==> src/rtl/nios2_oci_mon_pkg.sv <==
// nios2_oci_mon_pkg
//   Shared types and helpers for the Nios II OCI trace monitor.
//   - mon_state_t : monitor FSM encoding (RUN/DRAIN/DONE)
//   - sat_inc     : saturating +1 against a caller-supplied ceiling
//   - sat_add     : saturating add against a caller-supplied ceiling
//   - is_pow2     : elaboration-time check for FIFO depth
package nios2_oci_mon_pkg;

  typedef enum logic [1:0] {
    RUN   = 2'b00,
    DRAIN = 2'b01,
    DONE  = 2'b10
  } mon_state_t;

  // Counters up to 32 bits wide share these helpers; callers cast in and out.
  function automatic logic [31:0] sat_inc(input logic [31:0] v, input logic [31:0] max);
    return (v >= max) ? max : v + 32'd1;
  endfunction

  function automatic logic [31:0] sat_add(input logic [31:0] v, input logic [31:0] d,
                                          input logic [31:0] max);
    logic [32:0] s;
    s = {1'b0, v} + {1'b0, d};
    return (s > {1'b0, max}) ? max : s[31:0];
  endfunction

  function automatic bit is_pow2(input int n);
    return (n > 0) && ((n & (n - 1)) == 0);
  endfunction

endpackage

==> src/rtl/nios2_oci_mon_fifo.sv <==
// nios2_oci_mon_fifo
//   Synchronous FIFO with registered storage; head presented combinationally
//   from the storage array, so a word written into an empty FIFO is visible
//   the cycle after the write.
//   Ports:
//     clk, reset_n      clock, async active-low reset (clears pointers and storage)
//     push, wdata       write request / data
//     pop               read request (ignored when empty)
//     rdata             head word
//     accepted          push taken this cycle (not full, or popping while full)
//     empty             FIFO empty now
//     empty_next        FIFO empty after this cycle's push/pop
module nios2_oci_mon_fifo #(
  parameter int W     = 30,
  parameter int DEPTH = 16
) (
  input  logic         clk,
  input  logic         reset_n,
  input  logic         push,
  input  logic [W-1:0] wdata,
  input  logic         pop,
  output logic [W-1:0] rdata,
  output logic         accepted,
  output logic         empty,
  output logic         empty_next
);
  localparam int AW = $clog2(DEPTH);

  // Pointers carry one extra wrap bit to tell full from empty.
  logic [AW:0]                 wr_ptr, rd_ptr, wr_ptr_n, rd_ptr_n;
  logic [DEPTH-1:0][W-1:0]     mem;
  logic                        full, pop_ok;

  assign empty    = (wr_ptr == rd_ptr);
  assign full     = (wr_ptr[AW] != rd_ptr[AW]) && (wr_ptr[AW-1:0] == rd_ptr[AW-1:0]);
  assign pop_ok   = pop && !empty;
  // While full, a same-cycle pop frees the head slot that the write reuses.
  assign accepted = push && (!full || pop_ok);

  assign wr_ptr_n   = accepted ? wr_ptr + 1'b1 : wr_ptr;
  assign rd_ptr_n   = pop_ok   ? rd_ptr + 1'b1 : rd_ptr;
  assign empty_next = (wr_ptr_n == rd_ptr_n);
  assign rdata      = mem[rd_ptr[AW-1:0]];

  always_ff @(posedge clk or negedge reset_n) begin
    if (!reset_n) begin
      wr_ptr <= '0;
      rd_ptr <= '0;
      mem    <= '0;
    end else begin
      wr_ptr <= wr_ptr_n;
      rd_ptr <= rd_ptr_n;
      if (accepted) mem[wr_ptr[AW-1:0]] <= wdata;
    end
  end

endmodule

==> src/rtl/nios2_oci_trace_monitor.sv <==
// nios2_oci_trace_monitor
//   Debug monitor for the OCI trace capture path. Watches dct_count for
//   advances, buffers dct_buffer into a FIFO, counts captured/dropped/skipped
//   words and issues a pass/fail verdict when the test ends.
//   Optional feature macro: OCI_MON_TIMESTAMP_EN (per-entry capture timestamp).
//   Ports:
//     clk, reset_n                 clock, async active-low reset
//     dct_buffer, dct_count        OCI trace word and free-running commit count
//     test_ending, test_has_ended  end-of-test handshake
//     rd_valid/rd_ready/rd_data/rd_ts  FIFO drain port
//     capt_cnt, drop_cnt, gap_cnt  saturating statistics
//     mon_state, done, pass        FSM state and sticky verdict
module nios2_oci_trace_monitor
  import nios2_oci_mon_pkg::*;
#(
  parameter int DATA_W  = 30,
  parameter int COUNT_W = 4,
  parameter int DEPTH   = 16,
  parameter int CNT_W   = 16,
  parameter int TS_W    = 16
) (
  input  logic              clk,
  input  logic              reset_n,
  input  logic [DATA_W-1:0] dct_buffer,
  input  logic [COUNT_W-1:0] dct_count,
  input  logic              test_ending,
  input  logic              test_has_ended,
  output logic              rd_valid,
  input  logic              rd_ready,
  output logic [DATA_W-1:0] rd_data,
  output logic [TS_W-1:0]   rd_ts,
  output logic [CNT_W-1:0]  capt_cnt,
  output logic [CNT_W-1:0]  drop_cnt,
  output logic [CNT_W-1:0]  gap_cnt,
  output logic [1:0]        mon_state,
  output logic              done,
  output logic              pass
);

  generate
    if (!is_pow2(DEPTH) || DEPTH < 2) begin : g_bad_depth
      $error("nios2_oci_trace_monitor: DEPTH must be a power of two >= 2");
    end
    if (CNT_W > 32) begin : g_bad_cntw
      $error("nios2_oci_trace_monitor: CNT_W must be <= 32");
    end
  endgenerate

  localparam logic [31:0] CNT_MAX = 32'({CNT_W{1'b1}});

  mon_state_t           state_q, state_d;
  logic [COUNT_W-1:0]   prev_cnt, delta;
  logic                 primed, capture, pop, accepted, empty, empty_next;
  logic [CNT_W-1:0]     capt_d, drop_d, gap_d;

  // ---------------- delta / capture ----------------
  // Modular subtraction makes F->0 a delta of 1.
  assign delta   = dct_count - prev_cnt;
  assign capture = primed && (state_q == RUN) && !test_ending && (delta != '0);
  assign pop     = rd_valid && rd_ready;

  always_ff @(posedge clk or negedge reset_n) begin
    if (!reset_n) begin
      prev_cnt <= '0;
      primed   <= 1'b0;
    end else begin
      prev_cnt <= dct_count;
      primed   <= 1'b1;
    end
  end

  // ---------------- FIFO ----------------
`ifdef OCI_MON_TIMESTAMP_EN
  logic [TS_W-1:0]        ts;
  logic [TS_W+DATA_W-1:0] head;

  always_ff @(posedge clk or negedge reset_n) begin
    if (!reset_n) ts <= '0;
    else          ts <= ts + 1'b1;
  end

  nios2_oci_mon_fifo #(.W(TS_W + DATA_W), .DEPTH(DEPTH)) u_fifo (
    .clk        (clk),
    .reset_n    (reset_n),
    .push       (capture),
    .wdata      ({ts, dct_buffer}),
    .pop        (pop),
    .rdata      (head),
    .accepted   (accepted),
    .empty      (empty),
    .empty_next (empty_next)
  );

  assign rd_data = head[DATA_W-1:0];
  assign rd_ts   = head[TS_W+DATA_W-1:DATA_W];
`else
  nios2_oci_mon_fifo #(.W(DATA_W), .DEPTH(DEPTH)) u_fifo (
    .clk        (clk),
    .reset_n    (reset_n),
    .push       (capture),
    .wdata      (dct_buffer),
    .pop        (pop),
    .rdata      (rd_data),
    .accepted   (accepted),
    .empty      (empty),
    .empty_next (empty_next)
  );

  assign rd_ts = '0;
`endif

  assign rd_valid = !empty;

  // ---------------- counters ----------------
  always_comb begin
    capt_d = capt_cnt;
    drop_d = drop_cnt;
    gap_d  = gap_cnt;
    if (capture) begin
      gap_d = CNT_W'(sat_add(32'(gap_cnt), 32'(delta - 1'b1), CNT_MAX));
      if (accepted) capt_d = CNT_W'(sat_inc(32'(capt_cnt), CNT_MAX));
      else          drop_d = CNT_W'(sat_inc(32'(drop_cnt), CNT_MAX));
    end
  end

  always_ff @(posedge clk or negedge reset_n) begin
    if (!reset_n) begin
      capt_cnt <= '0;
      drop_cnt <= '0;
      gap_cnt  <= '0;
    end else begin
      capt_cnt <= capt_d;
      drop_cnt <= drop_d;
      gap_cnt  <= gap_d;
    end
  end

  // ---------------- FSM ----------------
  always_ff @(posedge clk or negedge reset_n) begin
    if (!reset_n) state_q <= RUN;
    else          state_q <= state_d;
  end

  always_comb begin
    state_d = state_q;
    unique case (state_q)
      RUN:     if (test_has_ended) state_d = DONE;
               else if (test_ending) state_d = DRAIN;
      DRAIN:   if (test_has_ended) state_d = DONE;
      DONE:    state_d = DONE;
      default: state_d = RUN;
    endcase
  end

  assign mon_state = state_q;

  // Verdict is latched once on the edge entering DONE and then frozen; it
  // reflects occupancy and statistics as they stand after that edge.
  always_ff @(posedge clk or negedge reset_n) begin
    if (!reset_n) begin
      done <= 1'b0;
      pass <= 1'b0;
    end else if (state_q != DONE && state_d == DONE) begin
      done <= 1'b1;
      pass <= empty_next && (drop_d == '0) && (gap_d == '0);
    end
  end

endmodule

==> config.mk <==
export PLATFORM = sky130hd
export DESIGN_NAME = nios2_oci_trace_monitor
export DESIGN_NICKNAME = d
export VERILOG_FILES = /design/src/rtl/nios2_oci_mon_pkg.sv /design/src/rtl/nios2_oci_mon_fifo.sv /design/src/rtl/nios2_oci_trace_monitor.sv
export SDC_FILE = /design/constraint.sdc
export NUM_CORES = 1
export LEC_CHECK = 0
export BUFFER_PORTS_ARGS = -buffer_cell sky130_fd_sc_hd__clkbuf_2
export CAP_MARGIN = 20
export CORE_MARGIN = 4
export CORE_UTILIZATION = 45
export DETAILED_ROUTE_END_ITERATION = 7
export HOLD_SLACK_MARGIN = 0.1
export MAX_ROUTING_LAYER = met4
export PLACE_DENSITY = 0.64
export SLEW_MARGIN = 0
export SYNTH_ARGS = -nofsm -noshare
export SYNTH_HDL_FRONTEND = slang
export SYNTH_SLANG_ARGS = --single-unit
==> constraint.sdc <==
create_clock -name clk -period 5.3 [get_ports clk]
set_input_delay 0.53 -clock clk [delete_from_list [all_inputs] [get_ports clk]]
set_output_delay 0.53 -clock clk [all_outputs]
set_load 0.005 [all_outputs]
# --- Yosys cells after proc, flatten, opt, wreduce, memory -nomap -nowiden ---
# Cells that the tools add are included.
# Widths: inputs -> output; s select.
totals:
  reg_bits: 547
  latch_bits: 0
  ramBits: 0
  romBits: 0
  out_inout_bits: 99
  word_cells: 84
  memories: 0
classes:
  addsub: 7
  n_mul: 0
  n_div: 0
  n_lt_le_gt_ge: 6
  eq_ne: 8
  shifts: 0
  n_mux: 17
  n_bitwise: 0
  n_reduce_logical: 20
ops:
  columns: ["op", "count"]
  rows:
  - ["$bwmux 480", 1]
  - ["$bmux 30 s4", 1]
  - ["$demux 30 s4", 1]
  - ["$mux 16", 6]
  - ["$mux 30", 2]
  - ["$add 16x32->33", 1]
  - ["$gt 33x16->1 const B", 1]
  - ["$add 16x1->16 const B", 2]
  - ["$ge 16x16->1 const B", 2]
  - ["$logic_not 16->1", 2]
  - ["$logic_and 1x1->1", 11]
  - ["$add 5x1->5 const B", 2]
  - ["$eq 5x5->1", 2]
  - ["$lt 4x5->1 const B", 2]
  - ["$mux 5", 2]
  - ["$mux 2", 3]
  - ["$pmux 2 s3", 1]
  - ["$sub 4x1->5 const B", 1]
  - ["$eq 2x2->1 const B", 2]
  - ["$eq 4x4->1", 1]
  - ["$ge 4x1->1 const B", 1]
  - ["$reduce_bool 4->1", 1]
  - ["$sub 4x4->4", 1]
  - ["$logic_not 1->1", 3]
  - ["other kinds (6)", 6]

# --- Longest topological paths before layout ---
depth:
  depth_word: 11
  ltp_mapped: 22
  ltp_nobuf: 21

# --- Modules after synthesis ---
# From an unflattened synthesis, not the netlist that was laid out.
unflattened:
  hier_cells: 1802
  hier_area_um2: 26305.2
modules_own_cells:
  columns: ["module", "n_inst", "cells_each", "area_each_um2"]
  rows:
  - ["nios2_oci_mon_fifo", 1, 1322, 22316.4]
  - ["nios2_oci_trace_monitor", 1, 480, 3988.8]

# --- Least setup slack after synthesis ---
# No wires, ideal clock.
synth_timing:
  path_type: "input to register"
  from: "input dct_count[0]"
  to: "register pass"
  arrival_ps: 5112
  required_time_ps: 5224
  path_slack_ps: 112
  cell_stages: 21
  n_path_buf: 1
  path_cell_list: "inv_1 -> ha_1 -> inv_1 -> fa_1 -> xnor2_1 -> and4b_1 -> ha_1 -> clkbuf_1 -> a21o_1 -> nor3_1 -> nand3_1 -> a211o_1 -> a21o_1 -> ha_1 -> nor2_1 -> nand3_1 -> nor4_1 -> a31oi_1 -> o22a_1 -> or4_1 -> o21ai_1"
synth_via:
  word_cells_on_any_way: 17
  cone_classes: "3 x add/sub; 1 x order compare; 1 x eq/ne; 5 x mux; 7 x reduce/logical"
synth_rtl:
  columns: ["element", "line_no", "rtl"]
  rows:
  - ["start: declaration", "nios2_oci_trace_monitor.sv:25", "input logic [COUNT_W-1:0] dct_count,"]
  - ["$sub 4x4->4 (*)", "nios2_oci_trace_monitor.sv:58", "assign delta = dct_count - prev_cnt;"]
  - ["$sub 4x1->5", "nios2_oci_trace_monitor.sv:120", "gap_d = CNT_W'(sat_add(32'(gap_cnt), 32'(delta - 1'b1), CNT_MAX));"]
  - ["$add 16x32->33", "nios2_oci_mon_pkg.sv:23", "s = {1'b0, v} + {1'b0, d};"]
  - ["$gt 33x16->1", "nios2_oci_mon_pkg.sv:24", "return (s > {1'b0, max}) ? max : s[31:0];"]
  - ["$mux 16", "nios2_oci_mon_pkg.sv:24", null]
  - ["$mux 16 (*)", "nios2_oci_trace_monitor.sv:119", "if (capture) begin"]
  - ["named net gap_d[15]", "nios2_oci_trace_monitor.sv:54", "logic [CNT_W-1:0] capt_d, drop_d, gap_d;"]
  - ["$logic_not 16->1 (*)", "nios2_oci_trace_monitor.sv:165", "pass <= empty_next && (drop_d == '0) && (gap_d == '0);"]
  - ["$logic_and 1x1->1 (*)", "nios2_oci_trace_monitor.sv:165", null]
  - ["end signal: assignment", "nios2_oci_trace_monitor.sv:165", null]
  - ["end: declaration", "nios2_oci_trace_monitor.sv:37", "output logic pass"]
# Mark *: on every way through the listed nets, which the timed path passes. The rest lies on a longest branch.
# A chain may end at the register's enable or synchronous reset.

# --- Worst setup path in the final report ---
layout_timing:
  from: "input dct_count[1]"
  to: "register pass"
# The elaborated chain is that of the path after synthesis.

==> impl_metrics.csv <==
group,metric,value,unit
outcome,status,"complete, no violations",
logic_synthesis,syn_area_per_cell,14.63,um2
sta,fin_crit_sh,0.9481,
pwr,leakage,14.16,nW
clocking,cts_buffers,59,
global_routing,grt_overflow,0,
setup_path,crit_fanout,12,
die,dieArea,62110,um2
layout,drive_gt1_frac,0.4884,
logic_synthesis,synth_ff_type,"dfrtp_1",
die,io_pins,138,
route,drt_first_pass_iters,5,
setup_path,regToRegSetupSlack,0.36,ns
clocking,htreeDepth,2,
setup_path,rr_worst_depth,22,
logic_synthesis,ys_ff_latch,547,
logic_synthesis,ys_types,67,
logic_synthesis,synth_async_sr_flop_share,1.000,
setup_path,reg2reg_to,"pass",
global_routing,grt_pass1_wl,98870,um
setup_path,crit_type,"input pin to flip-flop",
logic_synthesis,synth_edf_count,0,
die,initial_core_util,0.4538,
sta,finalHoldViolations,0,
sta,setup_viol,0,
setup_path,critPathLaunch,"dct_count[1]",
global_routing,first_global_vias,16680,
layout,final_area,29990,um2
clocking,clock-sinks,547,
sta,worst_pin_slew,0.9211,ns
route,vias,15710,
place,globalplace.congestion,0.8485,
sta,finClkSkew,0.02475,ns
logic_synthesis,netlist_area,26180,um2
clocking,root_buffer,"clkbuf_16",
logic_synthesis,synth_cells,1790,
sta,tns,0,ns
pwr,p_total,14.40,mW
sta,relSlewSlack,0.3859,
layout,final_cells,2713,
route,drt-initial-drc-count,939,
layout,nNetsFinal,1970,
clocking,cts.clk_slew.worst_paths,0.06,ns
die,std_cell_rows,88,
route,antenna_left,0,
pwr,p_per_area,480.1,nW/um2
clocking,cts_tree,"done",
die,die_x,249.2,um
hold_path,hold_class,"input pin to flip-flop",
clocking,clockBufferDepth,3,
logic_synthesis,synth_area_leaders,"dfrtp_1 (52%), mux2_2 (21%), mux4_2 (13%), ha_1 (1.5%), clkbuf_1 (1.1%)",
setup_path,reg2reg_from,"prev_cnt[0]",
logic_synthesis,synth_top_area_frac,0.5228,
sta,layout_min_cycle_time,5.025,ns
setup_path,crit_end,"pass",
die,core,57700,um2
flow_run,drv_cap,0,
route,route.final.wire_length,62440,um
route,drc,0,
sta,rsz0062_at_grt,"false",
layout,area_growth,14.54,%
logic_synthesis,synthTopCellsByCount,"dfrtp_1 (547), mux2_2 (488), mux4_2 (150)",
route,wire_per_inst,23.01,um
setup_path,start_kind,"input pin",
place,placed_cell_area,27830,um2
clocking,worstSkewPairLatency,0.63,ns
logic_synthesis,synth_top_area_cell,"dfrtp_1",
clocking,postCtsSetupBuffers,0,
place,hpwl,36940,um
place,port-buffer-count,121,
global_routing,antenna_found_initial,1,
logic_synthesis,synth_most_common_cell,"dfrtp_1",
global_routing,grt_util_all_layers,0.2069,
setup_path,crit_arrival,5.57,ns
global_routing,grt_max_degree,166,
logic_synthesis,yosysSeqAreaShare,0.5228,
die,die_h,249.2,um
setup_path,required,5.84,ns
route,viasPerCell,5.790,
logic_synthesis,yosys_warnings,0,
setup_path,cp-end-kind,"flip-flop",
pwr,vdd_ir_drop_max,587.2,uV
place,post-place-cells,2596,
sta,slew_viol_final,0,
sta,fmax,0.1990,GHz
==> worst min-delay path by stage <==
stage                     start           end  slack [ns]  depth (start not counted)
global route        test_ending  mon_state[0]        0.25                          3
CTS                 test_ending  mon_state[0]        0.21                          3
finish              test_ending  mon_state[0]        0.24                          3
detailed placement         done          done        0.48                          1
global placement           done          done        0.45                          1
floorplan               reset_n   capt_cnt[0]        0.23                          0
==> cell usage in the layout, fill, tap and decap left out, drive strengths merged, types with 4 or more instances in the layout <==
master and count:
and2 4, o21a 6, and4 6, xnor2 21, or3 6, o22a 14, o211ai 6, nor3 16
xor2 16, conb 17, nand4 12, inv 24, a31oi 6, mux4 150, dfrtp 547, nand2 55
a21oi 33, nor4 15, and3 15, nor2 35, a41oi 5, a21o 8, dlygate4sd3 6, ha 31
or4 4, clkbuf 201, o21ai 24, clkinv 16, o31ai 4, nand2b 10, bufinv 7, nand3 29
buf 56, mux2 488
==> layout make-up <==
cell class / count / area, um2
Antenna cell: 1 / 2.502
Inverter: 21 / 78.83
Timing Repair Buffer: 182 / 1214
Clock buffer: 81 / 1700
Tap cell: 765 / 957.2
Clock inverter: 29 / 382.9
Fill cell: 4762 / 27710
Multi-Input combinational cell: 1087 / 11960
Sequential cell: 547 / 13700
==> logic make-up after synthesis <==
group / synth area share
AO/OA/AOI/OAI: 0.03407
multiplexers: 0.3393
flip-flops: 0.5228
other: 0.0002868
buffers and inverters: 0.02781
adder cells (fa/ha/maj): 0.01634
XOR/XNOR: 0.01238
AND/OR/NAND/NOR: 0.04702
==> state kept, by name, summed over array words and instances (netlist names) <==
name and count:
prev_cnt 4, u_fifo.wr_ptr 5, gap_cnt 16, primed 1, u_fifo.mem 480, pass 1, u_fifo.rd_ptr 5, done 1
mon_state 2, drop_cnt 16, capt_cnt 16
==> per-layer routing <==
metal,up-vias,GRT usage,part of all wire
met5,-,-,0
met4,0,0.04798,0.018
met3,74,0.03122,0.038
met2,299,0.3358,0.49
met1,8443,0.2793,0.45
li1,6893,-,-
==> per-stage QoR <==
stage	hold slack (ns)	utilization	setup slack, ns
CTS	0.2084	0.5195	0.1489
global route	0.2520	0.5198	0.001005
global placement	0.4522	0.4823	-0.01016
finish	0.2442	0.5198	0.2750
floorplan	0.2344	-	0.1119
detailed placement	0.4773	0.4823	-0.1299
==> worst max-delay path, cell delays in order <==
cell,delay (ns)
dlygate4sd3_1,0.53
clkbuf_2,0.14
fa_1,0.53
inv_1,0.05
ha_1,0.19
and4b_2,0.30
buf_4,0.21
ha_1,0.30
o21a_1,0.18
nor2_1,0.14
a21boi_0,0.15
a211o_1,0.33
a21o_1,0.21
ha_1,0.27
nor2_1,0.12
nand3_1,0.11
nor4_2,0.20
a31oi_2,0.12
buf_4,0.22
o22a_1,0.19
or4_1,0.41
o21ai_1,0.14
==> power breakdown <==
group	internal (mW)	total [mW]	switching, mW	leakage [nW]
logic	2.28	4.30	2.03	5.74
clock network	2.60	4.35	1.75	1.03
registers	5.07	5.75	0.676	7.39
total	9.95	14.4	4.45	14.2
==> what timing repair did <==
item,4_1_cts,5_1_grt
endpoints found under the hold margin,79,0
resized for setup,0,3
setup endpoints to repair,0,1
hold buffers,6,0
Note: power is estimated with default switching activity, not from simulation.
